--- src/rtl/seg_scan_driver_pkg.sv ---
// Shared types and constants for the multiplexed 8-digit seven-segment scanner.
// Font patterns are active-low {g,f,e,d,c,b,a}.
package seg_scan_driver_pkg;

    typedef enum logic [0:0] {
        StShow,
        StDead
    } state_e;

    localparam logic [3:0] MINUS = 4'hA;

    localparam logic [6:0] FONT_0     = 7'h40;
    localparam logic [6:0] FONT_1     = 7'h79;
    localparam logic [6:0] FONT_2     = 7'h24;
    localparam logic [6:0] FONT_3     = 7'h30;
    localparam logic [6:0] FONT_4     = 7'h19;
    localparam logic [6:0] FONT_5     = 7'h12;
    localparam logic [6:0] FONT_6     = 7'h02;
    localparam logic [6:0] FONT_7     = 7'h78;
    localparam logic [6:0] FONT_8     = 7'h00;
    localparam logic [6:0] FONT_9     = 7'h10;
    localparam logic [6:0] FONT_MINUS = 7'h3F;
    localparam logic [6:0] FONT_BLANK = 7'h7F;

    // nib holds digit n in bits [4n+3:4n]: temperature in digits 7..4, humidity in 3..0.
    typedef struct packed {
        logic [31:0] nib;
        logic [7:0]  dat_en;
        logic [7:0]  dot_en;
    } disp_t;

endpackage

--- src/rtl/seg_scan_driver_if.sv ---
// Data-load and display-drive signals of the seg_scan_driver.
// The master loads digits and observes the display; the slave is the driver.
interface seg_scan_driver_if;

    logic [15:0] T_data;
    logic [15:0] H_data;
    logic [7:0]  dat_en;
    logic [7:0]  dot_en;
    logic        data_vld;
    logic [7:0]  seg_sel;
    logic [7:0]  seg_led;
    logic        frame_done;

    modport master (
        output T_data, H_data, dat_en, dot_en, data_vld,
        input  seg_sel, seg_led, frame_done
    );

    modport slave (
        input  T_data, H_data, dat_en, dot_en, data_vld,
        output seg_sel, seg_led, frame_done
    );

endinterface

--- src/rtl/seg_scan_driver_font.sv ---
// Combinational nibble to active-low seven-segment pattern decode.
module seg_font
    import seg_scan_driver_pkg::*;
(
    input  logic [3:0] nibble_i,
    output logic [6:0] seg_o
);

    always_comb begin
        seg_o = FONT_BLANK;
        case (nibble_i)
            4'h0:    seg_o = FONT_0;
            4'h1:    seg_o = FONT_1;
            4'h2:    seg_o = FONT_2;
            4'h3:    seg_o = FONT_3;
            4'h4:    seg_o = FONT_4;
            4'h5:    seg_o = FONT_5;
            4'h6:    seg_o = FONT_6;
            4'h7:    seg_o = FONT_7;
            4'h8:    seg_o = FONT_8;
            4'h9:    seg_o = FONT_9;
            MINUS:   seg_o = FONT_MINUS;
            default: seg_o = FONT_BLANK;
        endcase
    end

endmodule

--- src/rtl/seg_scan_driver.sv ---
// Scans eight digits 7..0 with a blanking tail per slot; new data is double-buffered
// so the displayed frame only changes at the digit 0 -> digit 7 wrap.
module seg_scan_driver
    import seg_scan_driver_pkg::*;
#(
    parameter int unsigned CLK_FREQ = 12_000_000,
    parameter int unsigned SCAN_HZ  = 1000,
    parameter int unsigned DEAD_CYC = 12
) (
    input logic               clk,
    input logic               rst_n,
    seg_scan_driver_if.slave  bus
);

    localparam int unsigned SCAN_CNT = CLK_FREQ / SCAN_HZ;
    localparam int unsigned CNT_W    = $clog2(SCAN_CNT);
    localparam logic [CNT_W-1:0] SHOW_LAST = CNT_W'(SCAN_CNT - DEAD_CYC - 1);
    localparam logic [CNT_W-1:0] SLOT_LAST = CNT_W'(SCAN_CNT - 1);

    state_e           state_q, state_d;
    logic [2:0]       idx_q, idx_d;
    logic [CNT_W-1:0] cnt_q, cnt_d;
    disp_t            shadow_q, shadow_d, pend_q, pend_d;
    logic             pend_vld_q, pend_vld_d;
    logic [7:0]       sel_q, sel_d, led_q, led_d;
    logic             fd_q, fd_d;

    disp_t      in_w;
    logic [3:0] cur_nib;
    logic [6:0] font;
    logic       slot_end, frame_end;

    assign in_w      = '{nib: {bus.T_data, bus.H_data}, dat_en: bus.dat_en, dot_en: bus.dot_en};
    assign cur_nib   = shadow_q.nib[{idx_q, 2'b00} +: 4];
    assign slot_end  = (state_q == StDead) && (cnt_q == SLOT_LAST);
    assign frame_end = slot_end && (idx_q == 3'd0);

    seg_font u_font (
        .nibble_i (cur_nib),
        .seg_o    (font)
    );

    always_comb begin
        state_d = state_q;
        idx_d   = idx_q;
        cnt_d   = slot_end ? '0 : cnt_q + CNT_W'(1);
        unique case (state_q)
            StShow: if (cnt_q == SHOW_LAST) state_d = StDead;
            StDead: begin
                if (slot_end) begin
                    state_d = StShow;
                    idx_d   = idx_q - 3'd1;
                end
            end
            default: state_d = StShow;
        endcase

        // A load landing on the boundary cycle bypasses pending and goes straight to shadow.
        shadow_d   = shadow_q;
        pend_d     = pend_q;
        pend_vld_d = pend_vld_q;
        if (frame_end) begin
            pend_vld_d = 1'b0;
            if (bus.data_vld)    shadow_d = in_w;
            else if (pend_vld_q) shadow_d = pend_q;
        end else if (bus.data_vld) begin
            pend_d     = in_w;
            pend_vld_d = 1'b1;
        end

        fd_d  = frame_end;
        sel_d = 8'hFF;
        led_d = 8'hFF;
        if (state_q == StShow) begin
            sel_d = ~(8'b1 << idx_q);
            led_d = {~shadow_q.dot_en[idx_q], shadow_q.dat_en[idx_q] ? font : FONT_BLANK};
        end
    end

    always_ff @(posedge clk or negedge rst_n) begin
        if (!rst_n) begin
            state_q    <= StShow;
            idx_q      <= 3'd7;
            cnt_q      <= '0;
            shadow_q   <= '0;
            pend_q     <= '0;
            pend_vld_q <= 1'b0;
            sel_q      <= 8'hFF;
            led_q      <= 8'hFF;
            fd_q       <= 1'b0;
        end else begin
            state_q    <= state_d;
            idx_q      <= idx_d;
            cnt_q      <= cnt_d;
            shadow_q   <= shadow_d;
            pend_q     <= pend_d;
            pend_vld_q <= pend_vld_d;
            sel_q      <= sel_d;
            led_q      <= led_d;
            fd_q       <= fd_d;
        end
    end

    assign bus.seg_sel    = sel_q;
    assign bus.seg_led    = led_q;
    assign bus.frame_done = fd_q;

endmodule

--- src/flat_wrapper.sv ---
// flat-port wrapper written by rule: the top's interface ports become plain ports
module seg_scan_driver_flat import seg_scan_driver_pkg::*;
#(
    parameter int unsigned CLK_FREQ = 12_000_000,
    parameter int unsigned SCAN_HZ  = 1000,
    parameter int unsigned DEAD_CYC = 12
)
  (clk, rst_n, bus_T_data, bus_H_data, bus_dat_en, bus_dot_en, bus_data_vld, bus_seg_sel, bus_seg_led, bus_frame_done);
  seg_scan_driver_if bus_i ();
  input logic clk;
  input logic rst_n;
  input wire logic [$bits(bus_i.T_data)-1:0] bus_T_data;
  input wire logic [$bits(bus_i.H_data)-1:0] bus_H_data;
  input wire logic [$bits(bus_i.dat_en)-1:0] bus_dat_en;
  input wire logic [$bits(bus_i.dot_en)-1:0] bus_dot_en;
  input wire logic [$bits(bus_i.data_vld)-1:0] bus_data_vld;
  output wire logic [$bits(bus_i.seg_sel)-1:0] bus_seg_sel;
  output wire logic [$bits(bus_i.seg_led)-1:0] bus_seg_led;
  output wire logic [$bits(bus_i.frame_done)-1:0] bus_frame_done;
  assign bus_i.T_data = bus_T_data;
  assign bus_i.H_data = bus_H_data;
  assign bus_i.dat_en = bus_dat_en;
  assign bus_i.dot_en = bus_dot_en;
  assign bus_i.data_vld = bus_data_vld;
  assign bus_seg_sel = bus_i.seg_sel;
  assign bus_seg_led = bus_i.seg_led;
  assign bus_frame_done = bus_i.frame_done;
  seg_scan_driver #(.CLK_FREQ(CLK_FREQ), .SCAN_HZ(SCAN_HZ), .DEAD_CYC(DEAD_CYC)) u_core (.clk(clk), .rst_n(rst_n), .bus(bus_i));
endmodule
--- config.mk ---
export PLATFORM = sky130hd
export DESIGN_NAME = seg_scan_driver_flat
export DESIGN_NICKNAME = d
export VERILOG_FILES = /design/src/rtl/seg_scan_driver_pkg.sv /design/src/rtl/seg_scan_driver_if.sv /design/src/rtl/seg_scan_driver_font.sv /design/src/rtl/seg_scan_driver.sv /design/src/flat_wrapper.sv
export SDC_FILE = /design/constraint.sdc
export NUM_CORES = 1
export LEC_CHECK = 0
export ABC_AREA = 0
export CAP_MARGIN = 20
export CELL_PAD_IN_SITES_DETAIL_PLACEMENT = 1
export CELL_PAD_IN_SITES_GLOBAL_PLACEMENT = 2
export CORE_UTILIZATION = 41
export DETAILED_ROUTE_END_ITERATION = 12
export DONT_BUFFER_PORTS = 1
export GPL_TIMING_DRIVEN = 0
export PLACE_DENSITY = 0.87
export SLEW_MARGIN = 20
export SYNTH_ARGS = -nofsm -noshare
export SYNTH_HDL_FRONTEND = slang
export SYNTH_SLANG_ARGS = --single-unit
--- constraint.sdc ---
create_clock -name clk -period 2.4 [get_ports clk]
set_input_delay 0.36 -clock clk [delete_from_list [all_inputs] [get_ports clk]]
set_output_delay 0.36 -clock clk [all_outputs]
set_load 0.02 [all_outputs]
-- Word level (Yosys, flattened, before mapping)
Memories as Yosys holds them, arrays and structs flattened.
Cells that the tools add are included.
- flip-flop bits (word level): 132
- bits in latches: 0
- bits in writable memories: 0
- memory bits (read-only): 112
- bits of input ports: 51
- output and inout port bits: 17
- logic and storage cells: 48
- memories kept: 1
- memories (memory ; words ; bits a word ; rd ports ; clocked after Yosys merged registers in ; wr ports ; line ; RTL):
    (no name shown) ; 16 ; 7 ; 1 ; 0 ; 0 ; seg_scan_driver_font.sv:11 ; case (nibble_i)
- $add $sub $neg: 2
- $mul: 0
- divide/modulo/power cells: 0
- $lt $le $gt $ge: 1
- equal/unequal tests: 2
- shifts and indexed selects: 2
- multiplexer cells: 15
- bitwise operators: 4
- reductions and logical operators: 8
- operators with widths (cell ; number):
    48-bit two-way mux ; 2
    32-bit by 6-bit indexed part select with 4-bit output ; 1
    14-bit equality test, second input constant ; 2
    8-bit two-way mux ; 2
    14-bit by 1-bit adder with 14-bit output, second input constant ; 1
    14-bit two-way mux ; 1
    8-bit NOT ; 1
    1-bit by 3-bit left shift with 8-bit output, first input constant ; 1
    7-bit two-way mux ; 1
    1-bit binary-select mux with 3-bit select ; 2
    1-bit two-way mux ; 6
    2-bit AND reduction ; 3
    3-bit by 4-bit < comparator with 1-bit output, second input constant ; 1
    2-bit nonzero test ; 2
    3-bit zero test ; 1
    1-bit NOT ; 3
    3-bit by 1-bit subtractor with 3-bit output, second input constant ; 1
    1-bit logical AND ; 2
    1-bit case mux with 2 select lines ; 1

-- Depth between registers and ports, before layout
- depth after elaboration: 5
- depth in mapped cells: 8

-- By module
Synthesis repeated with hierarchy kept, for this count alone.
- cells, all modules: 546
- area total of the unflattened synthesis: 6206.0 µm²
- modules (own cells, without submodules) (module ; times used ; cells each ; area each (µm²) ; seq. area each (µm²)):
    seg_scan_driver ; 1 ; 513 ; 5979.5 ; 3326.9
    seg_font ; 1 ; 33 ; 226.5 ; 0.0

-- Worst setup path after synthesis
Ideal clock, no wire load.
- path kind: register to register
- from: register u_core.idx_q[0]
- to: register u_core.shadow_q[0] (netlist name)
- setup time: 125 ps
- arrival time: 2438 ps
- required time: 2275 ps
- path slack: -164 ps
- stages on the path, launching flop included: 9
- buffers on the path: 3
- period minus slack after synthesis: 2564 ps
- cells stage by stage: dfstp_2 -> clkbuf_1 -> clkinv_1 -> ha_1 -> nand2b_1 -> or4_4 -> buf_6 -> buf_6 -> mux2_4
- word-level cells in the longest chain between the ends: 3
- RTL lines (item ; line ; RTL):
    from (decl) ; seg_scan_driver.sv:21 ; logic [2:0] idx_q, idx_d;
    from (signal assigned) ; seg_scan_driver.sv:93 ; idx_q <= idx_d;
    3-bit zero test ; seg_scan_driver.sv:36 ; assign frame_end = slot_end && (idx_q == 3'd0);
    1-bit logical AND ; seg_scan_driver.sv:36 ;
    2-bit AND reduction (no source line) ; -- ;
    to (signal assigned) ; seg_scan_driver.sv:95 ; shadow_q <= shadow_d;
    to (decl) ; seg_scan_driver.sv:23 ; disp_t shadow_q, shadow_d, pend_q, pend_d;
No other way between the ends.
A chain may end at the register's enable or synchronous reset.

-- Worst setup path after layout
- from: register u_core.cnt_q[5]
- to: register u_core.pend_q[37] (netlist name)
- word-level cells in the longest chain between the ends: 5
- RTL lines (item ; line ; RTL):
    from (decl) ; seg_scan_driver.sv:22 ; logic [CNT_W-1:0] cnt_q, cnt_d;
    from (signal assigned) ; seg_scan_driver.sv:94 ; cnt_q <= cnt_d;
    14-bit equality test ; seg_scan_driver.sv:35 ; assign slot_end = (state_q == StDead) && (cnt_q == SLOT_LAST);
    1-bit logical AND ; seg_scan_driver.sv:35 ;
    1-bit logical AND ; seg_scan_driver.sv:36 ;
    1-bit NOT (no source line) ; -- ;
    2-bit AND reduction (no source line) ; -- ;
    to (signal assigned) ; seg_scan_driver.sv:96 ; pend_q <= pend_d;
    to (decl) ; seg_scan_driver.sv:23 ;
No other way between the ends.

==> flow_summary_export.csv <==
group,metric,value,unit
clock_tree,cts.path.max_buffers,2,
layout,fillers,1405,
drt,first_pass_iters,10,
die,die_h,125,um
layout,antennaDiodeCount,0,
clock_tree,cts_made_buffers,17,
global_routing,grt-ovfl-total,0,
layout,area_delta_synth_final,22.7,%
outcome,violations,"design-rule violations, negative hold slack, negative setup slack",
drt,drtIter0Drc,154,
placement,dp_slack,-419,ps
critical_path,start_kind,"register",
timing,fin_crit_sh,1.07,
power,powerDensity,713,mW/mm^2
die,core,0.0147,sq mm
clock_tree,cts_tree,"yes",
critical_path,path_cells,"or4b_4 -> or3_4 -> buf_6 -> o31ai_4 -> buf_6 -> buf_12 -> mux2_2",
timing,rsz0062_at_grt,"yes",
critical_path,crit_family,"simple AND/OR/NAND/NOR gates",
drt,drc_errors,3,
logic_synthesis,synth_seq_area_share,0.534,
critical_path,cp.required,2710,ps
min_path,hold_class,"in -> async",
logic_synthesis,synth_nets,493,
layout,layout_common_cells,"mux2_2, dfrtp_1, mux2_4",
flow_run,maxCapViolCount,0,
outcome,status,"finished with violations",
clock_tree,clk_latency,420,ps
critical_path,crit_path_end_kind,"register",
power,power.leakage,3.38,nW
timing,hold_viol_final,132,
critical_path,r2r_slack,-160,ps
logic_synthesis,ys_async_sr_fraction,1.00,
critical_path,cpPeakStageDelay,550,ps
timing,setup_viol,96,
logic_synthesis,ys_seq_elements,132,
die,die_w,125,um
global_routing,grt_max_degree,133,
logic_synthesis,netlist_area,0.00623,sq mm
drt,avgRoutedWirePerCell,22.3,um
layout,drive_gt1_frac,0.539,
placement,io_buffers,0,
power,vdd_drop_max,0.489,mV
placement,place_hpwl,9.16,mm
critical_path,worst-path-max-fanout,10,
die,io_pins,68,
timing,maxSlewViolCount,0,
critical_path,slowest_stage,"or4b_4",
logic_synthesis,netlist_instances,431,
placement,dp.cells,615,
drt,ant_nets,0,
layout,final_nets,533,
logic_synthesis,ys_warn_count,0,
timing,slew_headroom,0.551,
timing,layout_min_cycle_time,2560,ps
clock_tree,cts-htree-levels,4,
critical_path,path_common_cell,"buf_6",
layout,fin_cells,668,
placement,gp_congestion,0.808,
timing,clock.fmax,390,MHz
logic_synthesis,synth.avg_cell_area,14.5,sq um
die,start_util,0.424,
logic_synthesis,synth_cell_types,39,
timing,setup_slack,-162,ps
die,die_area,0.0157,sq mm
timing,tightestPinTransition,655,ps
drt,routed_wl,14.9,mm
clock_tree,cts_root_buf,"clkbuf_16",
logic_synthesis,synth-edff-count,0,
critical_path,cp_num_buf_inv,3,
logic_synthesis,synth-main-ff-cell,"dfrtp_1",
clock_tree,cts.sinks,132,
global_routing,grt_usage,0.199,
clock_tree,clk_pin_slew,60,ps
die,rows,44,
drt,vias_per_cell,5.53,
global_routing,grt_pass1_wl,23.4,mm
critical_path,critPathArrivalTime,2870,ps
global_routing,grt_antenna_before_repair,0,
global_routing,grt_pass1_vias,4170,
timing,hold_slack,-369,ps
drt,vias,3696,
timing,fin_worst_skew,7.97,ps
critical_path,crit_type,"reg -> reg",
layout make-up:
cell class	count	area [sq um]	share of cell area
Sequential cell	132	3330	0.435
Multi-Input combinational cell	272	2930	0.383
Clock buffer	23	478	0.0625
Timing Repair Buffer	21	282	0.0368
Buffer	20	248	0.0324
Tap cell	184	230	0.0301
Clock inverter	9	125	0.0164
Inverter	7	27.5	0.00360
kinds of logic (layout without fill, tap and decap cells):
group                    count (synthesis)  count (layout)  share of synthesized area
multiplexers                           167             167                      0.334
XOR/XNOR                                13              13                     0.0183
AND/OR/NAND/NOR                         63              63                     0.0542
buffers and inverters                   27              80                     0.0213
AO/OA/AOI/OAI                           18              18                     0.0167
adder cells (fa/ha/maj)                 11              11                     0.0221
flip-flops                             132             132                      0.534
report_power, final:
group,switching (mW),internal (mW),leakage (nW)
logic,0.134,0.237,1.46
registers,0.0714,2.35,1.62
clock network,0.952,1.71,0.295
total,1.16,4.30,3.38
state kept, by name, indices dropped and copies added, names as in the netlist:
name	cells
u_core.idx_q	3
u_core.bus.seg_led	8
u_core.bus.frame_done	1
u_core.pend_vld_q	1
u_core.pend_q	48
u_core.shadow_q	48
u_core.bus.seg_sel	8
u_core.state_q	1
u_core.cnt_q	14
Yosys cell counts (2+ instances only):
cell | n | area share
nor4_1 | 6 | 0.0060
a21oi_1 | 9 | 0.0072
buf_1 | 3 | 0.0018
mux2i_1 | 7 | 0.011
nand2_1 | 13 | 0.0078
mux2_2 | 128 | 0.23
buf_2 | 7 | 0.0056
mux2_4 | 20 | 0.048
dfrtp_1 | 113 | 0.45
a22oi_1 | 2 | 0.0024
nor3_1 | 4 | 0.0032
or3_1 | 3 | 0.0030
xnor2_1 | 8 | 0.011
buf_6 | 3 | 0.0054
nor2b_1 | 2 | 0.0020
o21ai_0 | 3 | 0.0024
dfstp_2 | 19 | 0.080
nand4_1 | 5 | 0.0050
mux4_2 | 12 | 0.043
nand3_1 | 6 | 0.0048
inv_1 | 6 | 0.0036
xor2_1 | 5 | 0.0070
clkbuf_1 | 7 | 0.0042
o21bai_1 | 2 | 0.0024
ha_1 | 11 | 0.022
nor2_1 | 14 | 0.0084
repair_timing:
| action | 4_1_cts | 5_1_grt |
|---|---|---|
| buffers inserted | 11 | 5 |
| gates cloned | 2 | 3 |
| setup endpoints to repair | 104 | 108 |
| gates resized for setup | 40 | 34 |
| hold endpoints to repair | 132 | 132 |
| pin swaps | 4 | 4 |
path summary, 6_finish.rpt:
path	from	end	cells past startpoint
worst max-delay path	u_core.cnt_q[5]	u_core.pend_q[37]	7
min in group clk	bus_H_data[11]	u_core.pend_q[27]	1
worst min-delay path	rst_n	u_core.cnt_q[13]	0
worst min register to register	u_core.pend_q[13]	u_core.pend_q[13]	1
worst max register to register	u_core.cnt_q[5]	u_core.pend_q[37]	7
max in group asynchronous	rst_n	u_core.bus.seg_sel[2]	0
through the flow:
step / utilization / instance area [sq um] / power, mW / hold slack (ps) / TNS (ps)
global route: 0.520 / 7650 / 5.63 / -384 / -13180
detailed placement: 0.442 / 6490 / 2.77 / 69.4 / -32000
CTS: 0.503 / 7390 / 5.45 / -379 / -7880
floorplan: - / 6260 / 2.70 / 64.4 / -3100
finish: 0.520 / 7650 / 5.46 / -369 / -9740
global placement: 0.442 / 6490 / 2.75 / 73.1 / -26480
per-layer routing:
layer	track usage	share of wire	vias up
met1	0.235	0.42	1938
li1	-	-	1648
met3	0.0740	0.058	23
met4	0.0681	0.018	0
met5	0	0	-
met2	0.334	0.51	87
Power figures use the tool's default switching activity.
==> patch 1 (config.mk and constraints unchanged) <==
`SCAN_HZ` is set to 1000 in 2 places; all go to 250.
--- a/src/rtl/seg_scan_driver.sv
+++ b/src/rtl/seg_scan_driver.sv
@@ -4,7 +4,7 @@
     import seg_scan_driver_pkg::*;
 #(
     parameter int unsigned CLK_FREQ = 12_000_000,
-    parameter int unsigned SCAN_HZ  = 1000,
+    parameter int unsigned SCAN_HZ  = 250,
     parameter int unsigned DEAD_CYC = 12
 ) (
     input logic               clk,
--- a/src/flat_wrapper.sv
+++ b/src/flat_wrapper.sv
@@ -2,7 +2,7 @@
 module seg_scan_driver_flat import seg_scan_driver_pkg::*;
 #(
     parameter int unsigned CLK_FREQ = 12_000_000,
-    parameter int unsigned SCAN_HZ  = 1000,
+    parameter int unsigned SCAN_HZ  = 250,
     parameter int unsigned DEAD_CYC = 12
 )
   (clk, rst_n, bus_T_data, bus_H_data, bus_dat_en, bus_dot_en, bus_data_vld, bus_seg_sel, bus_seg_led, bus_frame_done);
Formal check against the unedited RTL: no difference found for any inputs over 10 cycles, from zero or initial values and one cycle with rst_n low; that may be too few to reach the edited logic, so the function may still have changed.
==> patch 1 against the unedited design <==
Count of clock-buffer cells in the layout is 5 lower; sequential cell count is 2 higher; critical path type unchanged; the flow finishes with violations (hold timing); critical endpoint is now u_core.bus.seg_led[4]; sequential share of layout area is 0.45 points lower; wire length is 16% higher; synthesized cell count is 22% higher; final area is 2.5% higher; total power is 6.7% higher; worst setup slack better by 0.21 ns; non-clock buffer count is 5 higher; area after synthesis is 9.2% higher.
==> patch 1: results (changes against the unedited design) <==
* Clock-cell share at 8.52% (+0.64 points)
* Clock Skew at 0.00975 ns (+0.00178 ns)
* Critical Path Max Stage Delay at 0.62 ns (+0.07 ns)
* Post-layout net count at 609 (+14%)
* Reg-to-Reg Start: u_core.idx_q[0]
* Synth cell types at 49 (+26%)
* Placed insts at 741 (+20%)
* Non-clock buffer share at 3.88% (-3.0 points)
* Gpl congestion at 0.784 (-2.9%)
* Pre-CTS WS at -0.217 ns (+0.202 ns)
* Sequential cell count at 134 (+1.5%)
* Part of the power in registers at 42.5% (-1.9 points)
* Syn avg cell area at 13.0 um^2 (-10%)
* Sequential Power at 2.47 mW (+2%)
* Syn nets at 587 (+19%)
* Status: finished with violations
* Met1 usage at 27.9% (+4.4 points)
* Multi-input combinational area share at 40.5% (+2.2 points)
* Final hold violation count at 134 (+1.5%)
* Port bufs at 0 (unchanged)
* Commonest cells in the synthesized netlist: 115 x dfrtp_1, 51 x mux2_2, 48 x a21oi_1
* Root Driver: clkbuf_16
* DRC marker count from the first detailed-route iteration at 209 (+36%)
* Inverters at 11 (+4)
* Met3 Track Usage GR at 6.27% (-1.1 points)
* Post-synthesis sequential area ratio at 49.6% (-3.8 points)
* Clkbuf count at 18 (-22%)
* First-pass GRT wire length at 27900 um (+19%)
* Via count at 4469 (+21%)
* Flop-to-flop setup slack at 0.05 ns (+0.21 ns)
* LEAKAGE at 3.27 nW (-3.2%)
* GR Util met2 at 35.1% (+1.7 points)
* Dpl hpwl at 11600 um (+27%)
* GRT Resource Usage Total at 21.9% (+2.0 points)
* Met2 routed WL at 8400 um (+11%)
* Biggest regs: u_core.pend_q: 48 flops, u_core.shadow_q: 48 flops, u_core.cnt_q: 16 flops
* Sequential share of cell area at 43.1% (-0.45 points)
* M1 WL at 7640 um (+23%)
* Vias per cell at 5.77 (+4.2%)
* Fillcell total at 1635 (+16%)
* Slew @ Worst Pin at 0.565 ns (-0.0899 ns)
* Combinational cell power at 384 uW (+4%)
* Worst R2R End: u_core.bus.seg_led[4]
* Pin count of the biggest net entering global routing at 135 (+1.5%)
* Failing checks: hold timing
* Worst vdd ir at 0.537 mV (+9.8%)
* Met3 wire length at 956 um (+9.8%)
* WL/cell at 22.3 um (about the same)
* Internal at 4.57 mW (+6.3%)
* Share of cells above drive strength 1 at 37.4% (-17 points)
* Slowest cell on the critical path: dfstp_2
* Diodes inserted at 0 (unchanged)
* Delay-heaviest family, CP: multiplexers
* Hold WS at -0.371 ns (-0.00159 ns)
[patch 1: cell types whose count changed in the layout (fill, tap and decap cells not counted), moves of 9 or more]
cell / change
nor2_1: +9
mux2_4: -35
a21oi_1: +39
a41oi_1: +9
o2bb2ai_2: +40
mux2_2: -61
clkbuf_1: +10
and3b_1: +41
[patch 1: how the worst max path moves through the flow]
stage	from	to	slack [ns]	cells after the start
3_5_place_dp	u_core.idx_q[1]	u_core.shadow_q[1]	-0.22	8
4_1_cts	u_core.idx_q[0]	u_core.bus.seg_led[4]	0.02	7
2_1_floorplan	u_core.idx_q[0]	u_core.bus.seg_led[4]	0.27	7
6_report	u_core.idx_q[0]	u_core.bus.seg_led[4]	0.05	7
5_1_grt	u_core.idx_q[0]	u_core.bus.seg_led[4]	0.006	7
3_3_place_gp	u_core.idx_q[1]	u_core.shadow_q[2]	-0.13	8
[patch 1: repair_timing]
item,4_1_cts,5_1_grt
gates resized for setup,11,7
endpoints found under the hold margin,134,134
pin swaps,1,0
buffers inserted,2,2
endpoints found under the setup margin,55,64
[patch 1: logic make-up (layout without fill, tap and decap cells)]
family / after synthesis / count (layout) / synth area share, %
multiplexers: 71 / 71 / 13.7
flip-flops: 134 / 134 / 49.6
AO/OA/AOI/OAI: 122 / 122 / 16.9
adder cells (fa/ha/maj): 11 / 11 / 2.02
XOR/XNOR: 14 / 14 / 1.80
buffers and inverters: 54 / 88 / 4.24
AND/OR/NAND/NOR: 119 / 119 / 11.8
[patch 1: through the flow]
step                      area (um^2)  utilization [%]  hold slack [ns]
final                            7840             48.8           -0.371
after global placement           7080             44.1           0.0708
after detailed placement         7080             44.1           0.0706
after floorplan                  6810                -           0.0644
after CTS                        7790             48.5           -0.385
after global routing             7840             48.8           -0.382
==> patch 2 (config.mk and constraints unchanged) <==
Made on the original files. Compare `cnt_q` against `SLOT_LAST` with >= in place of ==.
--- a/src/rtl/seg_scan_driver.sv
+++ b/src/rtl/seg_scan_driver.sv
@@ -32,7 +32,7 @@
 
     assign in_w      = '{nib: {bus.T_data, bus.H_data}, dat_en: bus.dat_en, dot_en: bus.dot_en};
     assign cur_nib   = shadow_q.nib[{idx_q, 2'b00} +: 4];
-    assign slot_end  = (state_q == StDead) && (cnt_q == SLOT_LAST);
+    assign slot_end  = (state_q == StDead) && (cnt_q >= SLOT_LAST);
     assign frame_end = slot_end && (idx_q == 3'd0);
 
     seg_font u_font (
Check against the original RTL: no difference found for any inputs over 10 cycles, from zero or initial values and one cycle with rst_n low; that may be too few to reach the edited logic, so the function may still have changed.
==> patch 2 against the unedited design <==
The run ends with hold timing left; die area rose by 4.7%; hold slack improved by 0.0034 ns; via count rose by 19%; wire length rose by 12%; area after synthesis rose by 4.7%; worst setup slack improved by 0.22 ns; final area fell by 1.6%; total power rose by 1.0%; first-iteration DRC count rose by 50%; sequential cell count did not move; largest cell class unchanged.
==> patch 2: results (changes against the unedited design) <==
* Syn nets at 591 (+20%)
* Placed instance area at 6790 um^2 (+4.7%)
* Fillcell total at 1584 (+13%)
* Met3 Track Usage GR at 7.76% (+0.36 points)
* Synth cell types at 49 (+26%)
* Via count at 4414 (+19%)
* Placed insts at 740 (+20%)
* Hold WS at -0.366 ns (+0.00341 ns)
* GR Util met2 at 37.0% (+3.6 points)
* Clock Skew at 0.0175 ns (+0.00948 ns)
* M1 WL at 7050 um (+13%)
* Pre-CTS WS at -0.292 ns (+0.127 ns)
* Arr. time, crit path at 2.64 ns (-0.23 ns)
* LEAKAGE at 3.30 nW (-2.3%)
* Slew HR at 56.8% (+1.7 points)
* Max H-tree Level at 4 (unchanged)
* DRC marker count from the first detailed-route iteration at 231 (+50%)
* Gpl congestion at 0.873 (+8.0%)
* Commonest cells in the synthesized netlist: 113 x dfrtp_1, 45 x a21oi_1, 40 x and3b_1, 40 x o2bb2ai_1, 38 x nand2_1
* Remaining DRCs at 0 (-3)
* Final hold violation count at 132 (unchanged)
* Worst vdd ir at 0.555 mV (+13%)
* Met2 routed WL at 8520 um (+13%)
* Net Sw Frac at 22.6% (+1.4 points)
* GRT Resource Usage Total at 22.1% (+2.2 points)
* Synth top area cells: dfrtp_1 43%, dfstp_2 7.6%, and3b_1 5.4%, o2bb2ai_1 5.4%, mux2_2 5.3%
* Met3 wire length at 793 um (-9.0%)
* Dpl hpwl at 11400 um (+24%)
* Share of cells above drive strength 1 at 28.2% (-26 points)
* DR pass1 iterations at 4 (-6)
* Post-layout net count at 618 (+16%)
* Delay-heaviest family, CP: buffers and inverters
* Met1 usage at 26.3% (+2.7 points)
* Vias in the first global route at 4874 (+17%)
* First-pass GRT wire length at 27000 um (+16%)
* Tot Pwr at 5.51 mW (+1.0%)
* Failing checks: hold timing
* Fin cells at 778 (+16%)
* Critical Path Max Stage Delay at 0.44 ns (-0.11 ns)
* Status: finished with violations
* Post-synthesis sequential area ratio at 50.9% (-2.4 points)
* Slowest cell on the critical path: dfstp_2
* Power Density at 732 nW/um^2 (+2.6%)
* Combinational cell power at 404 uW (+8.9%)
[patch 2: cell types whose count changed after synthesis, sizes merged, moves of 5 or more]
cell	change
o2bb2ai	+40
a211o	+8
o31ai	+7
buf	+10
mux2	-96
a21oi	+36
and3b	+40
nor2	+5
nand2	+25
clkbuf	+13
nor3	+7
[patch 2: kinds of logic (layout without fill, tap and decap cells)]
logic type | count (synthesis) | after routing | synth area share [%]
fa+ha+maj | 11 | 11 | 2.11
buf+inv | 50 | 88 | 3.91
mux | 70 | 70 | 15.8
simple gates | 139 | 139 | 12.8
xor+xnor | 14 | 14 | 1.88
flops | 132 | 132 | 50.9
compound gates | 113 | 113 | 12.6
[patch 2: area by class of cell]
class | instances | area share (%)
Buffer | 43 | 3.44
Clock buffer | 20 | 6.07
Clock inverter | 10 | 1.76
Inverter | 7 | 0.399
Multi-Input combinational cell | 347 | 39.8
Sequential cell | 132 | 44.2
Tap cell | 211 | 3.51
Timing Repair Buffer | 8 | 0.798
[patch 2: repair_timing]
| item | 4_1_cts | 5_1_grt |
|---|---|---|
| resized for setup | 4 | 23 |
| endpoints found under the setup margin | 104 | 99 |
| pin swaps | 1 | 4 |
| buffers inserted | 4 | 4 |
| hold endpoints to repair | 132 | 132 |
[patch 2: worst paths after layout]
check	from	to	slack, ns	cells after the start
min in group clk	bus_dat_en[6]	u_core.pend_q[14]	0.07	1
hold reg to reg	u_core.shadow_q[22]	u_core.shadow_q[22]	0.49	1
setup reg to reg	u_core.idx_q[1]	u_core.pend_q[7]	0.06	8
hold / removal	rst_n	u_core.cnt_q[4]	-0.37	0
setup / recovery	u_core.idx_q[1]	u_core.pend_q[7]	0.06	8
max in group asynchronous	rst_n	u_core.bus.seg_led[1]	2.53	0
